==> src/rtl/data_store_buffer_pkg.sv <==
// Shared types and defaults for the posted-write data store buffer.
// Entries hold a word address, byte enables and data for one queued store.
package data_store_buffer_pkg;

   localparam int SB_DEPTH     = 4;
   localparam int SB_WR_CYCLES = 2;
   localparam int SB_ENTRY_W   = 66;

   typedef struct packed {
      logic [29:0] word_addr;
      logic [3:0]  sel;
      logic [31:0] data;
   } sb_entry_t;

   typedef enum logic {
      SB_IDLE = 1'b0,
      SB_BUSY = 1'b1
   } sb_state_e;

   function automatic logic [31:0] sel_mask(input logic [3:0] sel);
      sel_mask = {{8{sel[3]}}, {8{sel[2]}}, {8{sel[1]}}, {8{sel[0]}}};
   endfunction

endpackage

==> src/rtl/data_sb_fwd_merge.sv <==
// Byte-wise load forwarding: youngest matching queued store wins per byte,
// uncovered bytes come from memory, unselected bytes read as zero.
module data_sb_fwd_merge
   import data_store_buffer_pkg::*;
#(
   parameter int DEPTH = SB_DEPTH
) (
   input  sb_entry_t [DEPTH-1:0]      entries,
   input  logic [DEPTH-1:0]           valid,
   input  logic [$clog2(DEPTH)-1:0]   head,
   input  logic [29:0]                load_word_addr,
   input  logic [3:0]                 load_sel,
   input  logic [31:0]                mem_rdata,
   output logic [31:0]                merged_data,
   output logic                       full_cover
);

   localparam int PTR_W = $clog2(DEPTH);

   logic [31:0]      fwd_data;
   logic [3:0]       covered;
   logic [PTR_W-1:0] idx;

   // Walk from oldest to youngest so a younger matching byte overwrites an older one.
   always_comb begin
      fwd_data = '0;
      covered  = '0;
      idx      = head;
      for (int i = 0; i < DEPTH; i++) begin
         idx = head + PTR_W'(i);
         if (valid[idx] && (entries[idx].word_addr == load_word_addr)) begin
            for (int b = 0; b < 4; b++) begin
               if (entries[idx].sel[b]) begin
                  fwd_data[8*b +: 8] = entries[idx].data[8*b +: 8];
                  covered[b]         = 1'b1;
               end
            end
         end
      end
   end

   always_comb begin
      merged_data = '0;
      for (int b = 0; b < 4; b++) begin
         merged_data[8*b +: 8] = covered[b] ? fwd_data[8*b +: 8] : mem_rdata[8*b +: 8];
      end
      merged_data = merged_data & sel_mask(load_sel);
   end

   assign full_cover = &(covered | ~load_sel);

endmodule

==> src/rtl/data_store_buffer.sv <==
// Posted-write buffer between the core data port and data_ram: queues stores,
// drains them in order over WR_CYCLES-long writes, and forwards to loads.
module data_store_buffer
   import data_store_buffer_pkg::*;
#(
   parameter int DEPTH     = SB_DEPTH,
   parameter int WR_CYCLES = SB_WR_CYCLES
) (
   input  logic        clk,
   input  logic        rst,
   input  logic        cpu_ce,
   input  logic        cpu_we,
   input  logic [31:0] cpu_addr,
   input  logic [3:0]  cpu_sel,
   input  logic [31:0] cpu_wdata,
   output logic [31:0] cpu_rdata,
   output logic        stallreq,
   output logic        mem_ce,
   output logic        mem_we,
   output logic [31:0] mem_addr,
   output logic [3:0]  mem_sel,
   output logic [31:0] mem_wdata,
   input  logic [31:0] mem_rdata
);

   localparam int PTR_W = $clog2(DEPTH);
   localparam int CNT_W = (WR_CYCLES > 1) ? $clog2(WR_CYCLES) : 1;

   sb_entry_t [DEPTH-1:0] entries_q, entries_d;
   logic [PTR_W-1:0]      head_q, head_d;
   logic [PTR_W-1:0]      tail_q, tail_d;
   logic [PTR_W:0]        count_q, count_d;
   sb_state_e             state_q, state_d;
   logic [CNT_W-1:0]      cnt_q, cnt_d;

   logic             is_load, is_store, empty, full, pop, enq, drive_head;
   logic [DEPTH-1:0] valid_mask;
   logic [PTR_W-1:0] offset;
   sb_entry_t        head_entry;
   logic [31:0]      merged_data;
   logic             full_cover;
   logic             stall_c;
   logic             mem_ce_c, mem_we_c;
   logic [31:0]      mem_addr_c, mem_wdata_c;
   logic [3:0]       mem_sel_c;
   logic             unused_addr_bits;

   assign is_load          = cpu_ce & ~cpu_we;
   assign is_store         = cpu_ce & cpu_we;
   assign empty            = (count_q == '0);
   assign full             = (count_q == (PTR_W+1)'(DEPTH));
   assign head_entry       = entries_q[head_q];
   assign unused_addr_bits = ^cpu_addr[1:0];

   always_comb begin
      valid_mask = '0;
      offset     = '0;
      for (int i = 0; i < DEPTH; i++) begin
         offset        = PTR_W'(i) - head_q;
         valid_mask[i] = ({1'b0, offset} < count_q);
      end
   end

   data_sb_fwd_merge #(
      .DEPTH(DEPTH)
   ) u_fwd_merge (
      .entries        (entries_q),
      .valid          (valid_mask),
      .head           (head_q),
      .load_word_addr (cpu_addr[31:2]),
      .load_sel       (cpu_sel),
      .mem_rdata      (mem_rdata),
      .merged_data    (merged_data),
      .full_cover     (full_cover)
   );

   // A load in IDLE owns the memory port; otherwise the head entry drains.
   always_comb begin
      state_d     = state_q;
      cnt_d       = cnt_q;
      pop         = 1'b0;
      drive_head  = 1'b0;
      mem_ce_c    = 1'b0;
      mem_we_c    = 1'b0;
      mem_addr_c  = '0;
      mem_sel_c   = '0;
      mem_wdata_c = '0;
      case (state_q)
         SB_IDLE: begin
            if (is_load) begin
               mem_ce_c   = 1'b1;
               mem_addr_c = {cpu_addr[31:2], 2'b00};
               mem_sel_c  = cpu_sel;
            end else if (!empty) begin
               drive_head = 1'b1;
               if (WR_CYCLES == 1) begin
                  pop = 1'b1;
               end else begin
                  state_d = SB_BUSY;
                  cnt_d   = CNT_W'(1);
               end
            end
         end
         SB_BUSY: begin
            drive_head = 1'b1;
            if (cnt_q == CNT_W'(WR_CYCLES - 1)) begin
               pop     = 1'b1;
               state_d = SB_IDLE;
               cnt_d   = '0;
            end else begin
               cnt_d = cnt_q + 1'b1;
            end
         end
         default: begin
            state_d = SB_IDLE;
            cnt_d   = '0;
         end
      endcase
      if (drive_head) begin
         mem_ce_c    = 1'b1;
         mem_we_c    = 1'b1;
         mem_addr_c  = {head_entry.word_addr, 2'b00};
         mem_sel_c   = head_entry.sel;
         mem_wdata_c = head_entry.data;
      end
   end

   // A full buffer still accepts a store on the edge where the head pops.
   assign enq     = is_store & (~full | pop);
   assign stall_c = (is_store & full & ~pop) |
                    (is_load & (state_q == SB_BUSY) & ~full_cover);

   always_comb begin
      entries_d = entries_q;
      head_d    = head_q;
      tail_d    = tail_q;
      count_d   = count_q;
      if (enq) begin
         entries_d[tail_q] = '{word_addr: cpu_addr[31:2], sel: cpu_sel, data: cpu_wdata};
         tail_d            = tail_q + 1'b1;
      end
      if (pop) begin
         head_d = head_q + 1'b1;
      end
      case ({enq, pop})
         2'b10:   count_d = count_q + 1'b1;
         2'b01:   count_d = count_q - 1'b1;
         default: count_d = count_q;
      endcase
   end

   always_ff @(posedge clk or negedge rst) begin
      if (!rst) begin
         entries_q <= '0;
         head_q    <= '0;
         tail_q    <= '0;
         count_q   <= '0;
         state_q   <= SB_IDLE;
         cnt_q     <= '0;
      end else begin
         entries_q <= entries_d;
         head_q    <= head_d;
         tail_q    <= tail_d;
         count_q   <= count_d;
         state_q   <= state_d;
         cnt_q     <= cnt_d;
      end
   end

   // Outputs are combinational, so they are forced low while reset is held.
   assign cpu_rdata = (rst && is_load) ? merged_data : '0;
   assign stallreq  = rst & stall_c;
   assign mem_ce    = rst & mem_ce_c;
   assign mem_we    = rst & mem_we_c;
   assign mem_addr  = rst ? mem_addr_c  : '0;
   assign mem_sel   = rst ? mem_sel_c   : '0;
   assign mem_wdata = rst ? mem_wdata_c : '0;

endmodule

==> config.mk <==
export PLATFORM = sky130hd
export DESIGN_NAME = data_store_buffer
export DESIGN_NICKNAME = d
export VERILOG_FILES = /design/src/rtl/data_store_buffer_pkg.sv /design/src/rtl/data_sb_fwd_merge.sv /design/src/rtl/data_store_buffer.sv
export SDC_FILE = /design/constraint.sdc
export NUM_CORES = 1
export LEC_CHECK = 0
export BUFFER_PORTS_ARGS = -buffer_cell sky130_fd_sc_hd__clkbuf_2
export CELL_PAD_IN_SITES_DETAIL_PLACEMENT = 1
export CELL_PAD_IN_SITES_GLOBAL_PLACEMENT = 1
export CORE_MARGIN = 8
export CORE_UTILIZATION = 48
export DETAILED_ROUTE_END_ITERATION = 10
export GPL_ROUTABILITY_DRIVEN = 0
export PLACE_DENSITY = 0.82
export SYNTH_ARGS = -nofsm -noshare
export SYNTH_HDL_FRONTEND = slang
export SYNTH_SLANG_ARGS = --single-unit
==> constraint.sdc <==
create_clock -name clk -period 7.6 [get_ports clk]
set_input_delay 1.14 -clock clk [delete_from_list [all_inputs] [get_ports clk]]
set_output_delay 1.14 -clock clk [all_outputs]
set_load 0.1 [all_outputs]
==> Word level (Yosys, flattened, before mapping) <==
Index checks and enable logic that the tools add are counted.
{ "word_totals": {"register_bits": 273, "latchBits": 0, "ram_bits": 0, "mem_bits_ro": 0, "output_inout_bits": 103, "n_memories": 0} }
{ "classes": {"addsub": 11, "multipliers": 0, "div_mod_pow": 0, "magnitude_cmp": 10, "eq_ne": 9, "n_shift": 0, "n_mux": 90, "n_bitwise": 20, "n_reduce_logical": 10} }
{ "ops": {"columns": ["cell", "n"], "rows": [
  ["$bmux 66 s2", 4],
  ["$mux 32", 11],
  ["$mux 66", 5],
  ["$bwmux 264", 1],
  ["$mux 8", 20],
  ["$demux 66 s2", 1],
  ["$eq 30x30->1", 4],
  ["$and 32x32->32", 1],
  ["$mux 1", 32],
  ["$mux 4", 8],
  ["$lt 2x3->1 const B", 5],
  ["$lt 2x3->1", 4],
  ["$and 1x1->1", 10],
  ["$bmux 1 s2", 4],
  ["$logic_and 1x1->1", 6],
  ["$pmux 1 s2", 3],
  ["$pmux 3 s2", 1],
  ["$not 1->1", 5],
  ["$add 2x1->2 const B", 2],
  ["$add 2x2->2 const B", 2],
  ["$ne 2x2->1 const B", 2],
  ["$not 4->4", 1],
  ["$or 4x4->4", 1],
  ["$reduce_and 4->1", 1],
  ["other kinds (13)", 16]
]} }

==> Logic depth before layout (Yosys ltp) <==
Gate-level depths: netlist of run 1.
{ "logic_depth": {"ltp_word": 18, "depth_mapped": 25} }

==> By module <==
From an unflattened synthesis of run 1, not the netlist that was laid out.
{ "hier_totals": {"hier_cells": 2215, "hier_area_um2": 22868.2} }
{ "modules_own_cells": {"columns": ["module", "n_inst", "cells_each", "area_per_inst_um2"], "rows": [
  ["data_store_buffer", 1, 912, 13241.4],
  ["data_sb_fwd_merge", 1, 1303, 9626.7]
]} }

==> Worst setup path before layout of run 1 <==
Ideal clock, no wire load.
{ "synth_path": {"path_kind": "flip-flop to output port", "from": "reg head_q[0]", "to": "out cpu_rdata[23]", "arrival_time_ns": 7.620, "required_ns": 6.460, "path_slack_ns": -1.160, "stages_incl_launch_ff": 23, "n_path_buf": 10, "path_cell_list": "dfrtp_1 > buf_4 > buf_6 > buf_4 > buf_2 > buf_2 > buf_2 > clkbuf_1 > clkbuf_1 > clkbuf_1 > buf_1 > xnor2_1 > ha_1 > mux2_2 > a221oi_1 > o2bb2ai_1 > o2111ai_1 > a211o_1 > a2111oi_2 > a2111oi_0 > nand3b_4 > or2_2 > o31ai_1"} }
{ "synth_via": {"elab_chain_len": 15, "word_cells_on_any_way": 54, "classes_between": "7 x add/sub; 4 x order compare; 4 x eq/ne; 34 x mux; 1 x bitwise; 4 x reduce/logical"} }
{ "synth_rtl": {"columns": ["item", "line", "text"], "rows": [
  ["start, declared", "data_store_buffer.sv:30", "logic [PTR_W-1:0] head_q, head_d;"],
  ["start signal, assigned", "data_store_buffer.sv:155", "head_q <= '0;"],
  ["start signal, assigned", "data_store_buffer.sv:162", "head_q <= head_d;"],
  ["$sub 1x2->2 or $sub 2x2->2 (tied branches)", "data_store_buffer.sv:59", "offset = PTR_W'(i) - head_q;"],
  ["$lt 2x3->1", "data_store_buffer.sv:60", "valid_mask[i] = ({1'b0, offset} < count_q);"],
  ["$bmux 1 s2", "data_sb_fwd_merge.sv:31", "if (valid[idx] && (entries[idx].word_addr == load_word_addr)) begin"],
  ["$mux 1 (implied by the code)", "data_sb_fwd_merge.sv:31", null],
  ["$logic_and 1x1->1", "data_sb_fwd_merge.sv:31", null],
  ["$mux 32 or $mux 4 (tied branches)", "data_sb_fwd_merge.sv:31", null],
  ["$mux 8 or $mux 1 (tied branches)", "data_sb_fwd_merge.sv:33", "if (entries[idx].sel[b]) begin"],
  ["$mux 32 or $mux 4 (tied branches)", "data_sb_fwd_merge.sv:31", null],
  ["$mux 8 or $mux 1 (tied branches)", "data_sb_fwd_merge.sv:33", null],
  ["$mux 32 or $mux 4 (tied branches)", "data_sb_fwd_merge.sv:31", null],
  ["$mux 8 or $mux 1 (tied branches)", "data_sb_fwd_merge.sv:33", null],
  ["$mux 32 or $mux 4 (tied branches)", "data_sb_fwd_merge.sv:31", null],
  ["$mux 8 *", "data_sb_fwd_merge.sv:45", "merged_data[8*b +: 8] = covered[b] ? fwd_data[8*b +: 8] : mem_rdata[8*b +: 8];"],
  ["$and 32x32->32 *", "data_sb_fwd_merge.sv:47", "merged_data = merged_data & sel_mask(load_sel);"],
  ["$mux 32 *", "data_store_buffer.sv:171", "assign cpu_rdata = (rst && is_load) ? merged_data : '0;"],
  ["end, declared", "data_store_buffer.sv:16", "output logic [31:0] cpu_rdata,"]
]} }
Mark *: on every way between the ends. The rest lies on a longest branch, timed or not. The select of a mux whose other input is x is not followed.

==> Worst setup path in the final report of run 1 <==
{ "layout_path": {"from": "reg head_q[1]", "to": "out stallreq"} }
{ "layout_via": {"elab_chain_len": 18, "word_cells_on_any_way": 61, "classes_between": "7 x add/sub; 4 x order compare; 4 x eq/ne; 36 x mux; 5 x bitwise; 5 x reduce/logical"} }
{ "layout_rtl": {"columns": ["item", "line", "text"], "rows": [
  ["$sub 1x2->2 or $sub 2x2->2 (tied branches)", "data_store_buffer.sv:59", null],
  ["$lt 2x3->1", "data_store_buffer.sv:60", null],
  ["$bmux 1 s2", "data_sb_fwd_merge.sv:31", null],
  ["$mux 1 (implied by the code)", "data_sb_fwd_merge.sv:31", null],
  ["$logic_and 1x1->1", "data_sb_fwd_merge.sv:31", null],
  ["$mux 4", "data_sb_fwd_merge.sv:31", null],
  ["$mux 1", "data_sb_fwd_merge.sv:33", null],
  ["$mux 4", "data_sb_fwd_merge.sv:31", null],
  ["(+2 left out)", null, null],
  ["$mux 1", "data_sb_fwd_merge.sv:33", null],
  ["$mux 4 *", "data_sb_fwd_merge.sv:31", null],
  ["$or 4x4->4 *", "data_sb_fwd_merge.sv:50", "assign full_cover = &(covered | ~load_sel);"],
  ["$reduce_and 4->1 *", "data_sb_fwd_merge.sv:50", null],
  ["$not 1->1 *", "data_store_buffer.sv:131", "(is_load & (state_q == SB_BUSY) & ~full_cover);"],
  ["$and 1x1->1 *", "data_store_buffer.sv:131", null],
  ["$or 1x1->1 *", "data_store_buffer.sv:130", "assign stall_c = (is_store & full & ~pop) |"],
  ["$and 1x1->1 *", "data_store_buffer.sv:172", "assign stallreq = rst & stall_c;"],
  ["end, declared", "data_store_buffer.sv:17", "output logic stallreq,"]
]} }
Marked as above.

==> reports/metrics.csv, run 1 <==
stage,metric,value,unit
place,place_inst,2496,
place,place_area,21050,um2
setup_path,critPathLaunch,head_q[1]$_DFFE_PN0P_,
grt,grt_pass1_vias,17650,
grt,track_usage,26.84,%
setup_path,critPathArrivalTime,6.16,ns
power,swShare,50.18,%
synthesis,synth_sequential_area_ratio,34.68,%
layout,drive_gt1_share,32.79,%
setup_path,rr_startpoint,state_q$_DFF_PN0_,
layout,nFillCells,4383,
drt,wl,65460,um
layout,multi_input_area,12150,um2
synthesis,avgSynthCellArea,10.41,um2
setup_path,worst-path-stages,11,
clock_network,numCtsBuffers,35,
grt,grt_pass1_wl,102300,um
clock_network,cts_setup_buffers,0,
synthesis,synth-edff-count,0,
drt,ant_nets,0,
min_path,hold_path_class,flip-flop to flip-flop,
drt,via_count,16470,
synthesis,yosys-top-cells-area,"dfrtp_1 35%, mux2_2 18%, mux2i_1 12%",
floorplanning,ioPinCount,207,
layout,layout_common_cells,"315 x mux2_2, 271 x dfrtp_1, 245 x mux2i_1",
run,max_cap_violations,0,
clock_network,cts_buffer_depth,3,
setup_path,slowest_stage,dfrtp_4,
layout,antenna_cells,0,
floorplanning,start_util,48.46,%
clock_network,clk-insertion-delay-late,0.52,ns
timing,hold_violations,0,
layout,layout_commonest_cell,mux2_2,
layout,final_cells,2557,
setup_path,endpoint,stallreq,
synthesis,ys_ff_latch,273,
floorplanning,die_w,218.6,um
clock_network,clk_pin_slew,0.06,ns
setup_path,max_stage_delay,1.03,ns
place,io_buffers,202,
timing,rsz0062_at_grt,no,
timing,post-route-min-period,7.296,ns
power,p_int,5.937,mW
setup_path,cp_num_buf_inv,3,
status,status,finished clean,
setup_path,path_cells,"buf_4, buf_4, mux2_2, nand2_1, o21ai_0, and3_1, a2111oi_0, a22o_1, a221oi_1, o22ai_1, clkbuf_2",
layout,nets,2115,
layout,area_growth,12.72,%
setup_path,crit_path_end_kind,primary output,
timing,timing.slew.headroom,17.30,%
drt,initialDrtViolationCount,1321,
timing,tightest_slew,1.231,ns
setup_path,cp_max_fo,55,
setup_path,cp-start-kind,flip-flop,
timing,setup_viol,0,
floorplanning,num_rows,74,
clock_network,cts_tree,built,
timing,skew,0.009392,ns
clock_network,cts_root_buf,clkbuf_16,
timing,maxSlewViolCount,0,
power,p_comb_share,61.2,%
power,p_seq_share,24.6,%
place,hpwl,44610,um
drt,detail_route.vias_per_cell,6.439,
clock_network,post_cts_resized,0,
power,clkPwrFrac,14.2,%
synthesis,synth_flop_cell,dfrtp_1,
setup_path,reg2regPathDepth,6,
synthesis,netlist_instances,1893,
power,p_sw,5.980,mW
timing,finalCritPeriodShare,96.01,%
synthesis,yosys.area.top_type_share,34.68,%
setup_path,critical_path_required,6.46,ns
clock_network,cts-htree-levels,2,
synthesis,yosysUniqueCellTypes,71,
setup_path,worstSetupPathType,flip-flop to primary output,
clock_network,cts_num_sinks,273,
power,ir_worst_vdd,0.2895,mV
grt,gr-total-overflow,0,
drt,wl_per_cell,25.60,um
setup_path,r2r_slack,4.64,ns
power,p_leak,9.613,nW
drt,drc,0,
setup_path,path_delay_family,buffers and inverters,
synthesis,ys_async_sr_fraction,100.0,%
synthesis,synthesis.area,19700,um2
setup_path,crit_top_cell,buf_4,
grt,grt_max_degree,99,
timing,fmax,0.1371,GHz
layout,design_area,22200,um2
drt,dr.pass1.iters,5,
synthesis,synth_top_cell_by_area,dfrtp_1,
layout,regArea,6839,um2
clock_network,ctsHoldBuffers,0,
floorplanning,die_area,47780,um2
setup_path,r2r-end,entries_q[49]$_DFFE_PN0P_,
floorplanning,core,40650,um2
floorplanning,dieHeight,218.6,um
power,power-per-cell-area,536.8,nW/um2
synthesis,yosys_warnings,0,
grt,antenna_found_initial,3,
## cell usage after synthesis (29+ instances only)
cell	number
nor2_1	74
clkbuf_1	91
mux2i_1	245
nand2_1	143
buf_1	30
and3_1	37
a221oi_1	29
mux2_2	315
o21ai_0	42
xnor2_1	124
dfrtp_1	273
nor3_1	29
nand3_1	30
## layout make-up
cell class	instances	area share [%]
inverter	25	0.4339
tap	532	2.998
timing repair buffer	236	5.872
clock inverter	9	0.5410
sequential	273	30.80
clock buffer	52	4.649
multi-input combinational	1430	54.70
## stage by stage
| stage | TNS (ns) | power, mW | hold WS [ns] | util [%] | setup WS, ns |
|---|---|---|---|---|---|
| final | 0 | 11.92 | 0.5290 | 54.62 | 0.3036 |
| after global routing | 0 | 12.53 | 0.5445 | 54.62 | 0.04327 |
| after CTS | 0 | 11.90 | 0.5309 | 54.62 | 0.3623 |
| after detailed placement | 0 | 10.13 | 0.5169 | 51.79 | 0.9566 |
| after global placement | 0 | 9.766 | 0.4780 | 51.79 | 1.110 |
| after floorplan | -0.3103 | 8.494 | 0.4653 | - | -0.3103 |
## flip-flops by register name, indices dropped and copies added, names as in the netlist
name	flops
head_q	2
tail_q	2
entries_q	264
count_q	3
cnt_q	1
state_q	1
## cells by family after synthesis
kind of cell	share of synthesized area, %
flops	34.68
buf+inv	4.345
simple gates	10.42
other cells	0.01904
compound gates	10.79
xor+xnor	6.269
fa+ha+maj	0.6733
mux	32.80
## power by group through the flow
stage	Sequential, mW	Clock, mW	Combinational, mW
global placement	2.83	0	6.93
global route	3.05	1.77	7.71
detailed placement	2.94	0	7.19
floorplan	2.62	0	5.88
CTS	2.93	1.71	7.26
finish	2.93	1.69	7.29
## worst min path at each step
stage,start,to,slack [ns],depth (start not counted)
2_1_floorplan,count_q[1]$_DFFE_PN0P_,count_q[1]$_DFFE_PN0P_,0.47,2
3_3_place_gp,count_q[1]$_DFFE_PN0P_,count_q[1]$_DFFE_PN0P_,0.48,2
3_5_place_dp,entries_q[147]$_DFFE_PN0P_,entries_q[147]$_DFFE_PN0P_,0.52,1
4_1_cts,entries_q[99]$_DFFE_PN0P_,entries_q[99]$_DFFE_PN0P_,0.53,1
5_1_grt,entries_q[99]$_DFFE_PN0P_,entries_q[99]$_DFFE_PN0P_,0.54,1
6_report,entries_q[99]$_DFFE_PN0P_,entries_q[99]$_DFFE_PN0P_,0.53,1
## per-layer routing
metal  vias to the layer above  wire [um]  global-route usage, %  share of wire, %
li1                       7211          -                      -                 -
met1                      8479      27290                  34.62                42
met2                       583      31980                  44.89                49
met3                       186       3785                  4.009               5.8
met4                         6       2363                  10.46               3.6
met5                         -         35                      0             0.053
Power figures use the tool's default switching activity.
==> run 2: changes to the inputs <==
SETUP_SLACK_MARGIN = 0.5   (was default)
==> run 2 against run 1 <==
Net effect: utilization grew 0.30 points; combinational power grew 2%; via count is 1.6% lower; clock skew grew 0.0096 ns; worst hold slack got worse by 0.0011 ns; highest routed layer unchanged; cell count unchanged; critical endpoint is now cpu_rdata[15]; largest power group unchanged; global-route usage down 0.24 points.
==> reports/metrics.csv, run 2 (synthesized netlist as in run 1, its figures left out) <==
stage,metric,value,unit,change
grt,track_usage,26.60,%,-0.24 points
power,finalPower,11.92,mW,about the same
clock_network,cts_root_buf,clkbuf_16,,
place,post-place-ws,1.058,ns,+0.1018 ns
clock_network,clk-insertion-delay-late,0.54,ns,+0.02 ns
timing,timing.slew.headroom,21.12,%,+3.8 points
clock_network,cts-htree-levels,2,,unchanged
setup_path,cp_max_fo,19,,-65%
timing,rsz0062_at_grt,no,,
floorplanning,num_rows,74,,unchanged
drt,via_count,16210,,-1.6%
floorplanning,dieHeight,218.6,um,unchanged
clock_network,numCtsBuffers,34,,-2.9%
timing,post-route-min-period,6.895,ns,-0.4019 ns
drt,ant_nets,0,,unchanged
timing,fmax,0.1450,GHz,+5.8%
setup_path,crit_path_end_kind,primary output,,
layout,drive_gt1_share,33.51,%,+0.72 points
timing,maxSlewViolCount,0,,unchanged
grt,grt_pass1_vias,17320,,-1.8%
layout,nFillCells,4386,,+0.068%
layout,multi_input_area,12230,um2,+0.70%
floorplanning,ioPinCount,207,,unchanged
setup_path,critPathArrivalTime,5.75,ns,-0.41 ns
setup_path,worstSetupPathType,flip-flop to primary output,,
place,io_buffers,202,,unchanged
grt,antenna_found_initial,4,,+1
drt,dr.pass1.iters,5,,unchanged
grt,grt_max_degree,132,,+33%
setup_path,path_delay_family,simple AND/OR/NAND/NOR gates,,
drt,detail_route.vias_per_cell,6.338,,-1.6%
layout,final_core_util,54.92,%,+0.30 points
drt,drc,0,,unchanged
layout,regMostFlops,entries_q,,
layout,area_growth,13.33,%,
timing,holdWs,0.5279,ns,-0.001129 ns
setup_path,cp-start-kind,flip-flop,,
setup_path,slowest_stage,nor4_1,,
layout,reg_top3,"entries_q (264), count_q (3)",,
timing,hold_violations,0,,unchanged
floorplanning,die_w,218.6,um,unchanged
floorplanning,start_util,48.46,%,unchanged
layout,final_cells,2557,,unchanged
drt,initialDrtViolationCount,1123,,-15%
layout,largest_reg_flops,264,,unchanged
status,status,finished clean,,
layout,layout_common_cells,"315 x mux2_2, 271 x dfrtp_1, 245 x mux2i_1",,
grt,gr-total-overflow,0,,unchanged
setup_path,critical_path_required,6.46,ns,about the same
power,ir_worst_vdd,0.3470,mV,+20%
power,power-per-cell-area,533.8,nW/um2,-0.55%
clock_network,ctsHoldBuffers,0,,unchanged
layout,regArea,6839,um2,unchanged
place,place_area,21140,um2,+0.41%
timing,final.setup.tns,0,ns,unchanged
clock_network,clk_pin_slew,0.06,ns,about the same
floorplanning,die_area,47780,um2,unchanged
power,p_leak,9.644,nW,+0.32%
timing,setup_ws,0.7055,ns,+0.4019 ns
clock_network,cts_buffer_depth,3,,unchanged
clock_network,cts_tree,built,,
timing,finalCritPeriodShare,90.72,%,-5.3 points
drt,wl_per_cell,25.47,um,-0.52%
setup_path,cp_num_buf_inv,3,,unchanged
floorplanning,core,40650,um2,unchanged
timing,setup_viol,0,,unchanged
layout,layout_commonest_cell,mux2_2,,
run,max_cap_violations,0,,unchanged
clock_network,cts_num_sinks,273,,unchanged
place,place_inst,2496,,unchanged
timing,tightest_slew,1.174,ns,-0.05681 ns
setup_path,path_cells,"buf_4, mux2i_1, xnor2_1, nor4_1, nand4_1, a2111oi_2, buf_4, nand4_1, and3_1, or4_1, o21ai_4, clkbuf_2",,
min_path,hold_path_class,flip-flop to flip-flop,,
grt,grt_pass1_wl,101600,um,-0.68%
setup_path,max_stage_delay,0.71,ns,-0.32 ns
drt,wl,65120,um,-0.52%
place,hpwl,44230,um,-0.85%
layout,design_area,22320,um2,+0.54%
layout,nets,2116,,+0.047%
timing,skew,0.01901,ns,+0.009618 ns
-- run 2: cell types whose count changed in the layout (fill, tap and decap cells not counted), sizes merged --
| cell | delta |
|---|---|
| clkinv | -4 |
| buf | +2 |
| bufinv | -2 |
| diode | +2 |
| clkbuf | +1 |
| inv | +1 |
-- run 2: worst register-to-register path, cell delays in order (launching register included) --
cell and delay [ns]:
dfrtp_1 0.46, nand2_1 0.14, nand4_1 0.15, and3_1 0.37
and2_4 0.57, buf_4 0.73, mux2_2 0.43
-- run 2: per-layer routing --
layer	vias up	wire [um]	part of all wire, %	track usage, %
met2	503	32020	49	44.63
met1	8354	27420	42	34.31
met5	-	23	0.035	0
met3	109	3904	6.0	4.991
li1	7237	-	-	-
met4	4	1760	2.7	8.442
-- run 2: report_power, final --
part           switching (mW)  internal (mW)  total [mW]  leakage, nW
Clock                   0.643          0.972        1.61        0.539
Combinational            4.68           2.74        7.43         5.82
Sequential              0.677           2.20        2.88         3.28
Total                    6.00           5.91        11.9         9.64
-- run 2: cell type report --
class                      count  area share, %
tap                          532          2.982
sequential                   273          30.64
timing repair buffer         238          6.244
antenna                        2        0.02242
inverter                      25         0.4316
clock buffer                  53          4.675
multi-input combinational   1430          54.79
clock inverter                 4         0.2186
-- run 2: worst paths after layout --
check / start / end / slack [ns] / depth (start not counted)
max in group asynchronous: rst / entries_q[94]$_DFFE_PN0P_ / 4.76 / 3
min in group asynchronous: rst / entries_q[247]$_DFFE_PN0P_ / 0.58 / 1
worst min-delay path: entries_q[177]$_DFFE_PN0P_ / entries_q[177]$_DFFE_PN0P_ / 0.53 / 1
worst min register to register: entries_q[177]$_DFFE_PN0P_ / entries_q[177]$_DFFE_PN0P_ / 0.53 / 1
worst max-delay path: head_q[1]$_DFFE_PN0P_ / cpu_rdata[15] / 0.71 / 12
worst max register to register: state_q$_DFF_PN0_ / entries_q[114]$_DFFE_PN0P_ / 4.61 / 6
-- run 2: what timing repair did --
item,CTS,global route
gates resized for setup,0,9
endpoints found under the setup margin,0,33
buffers inserted,0,2
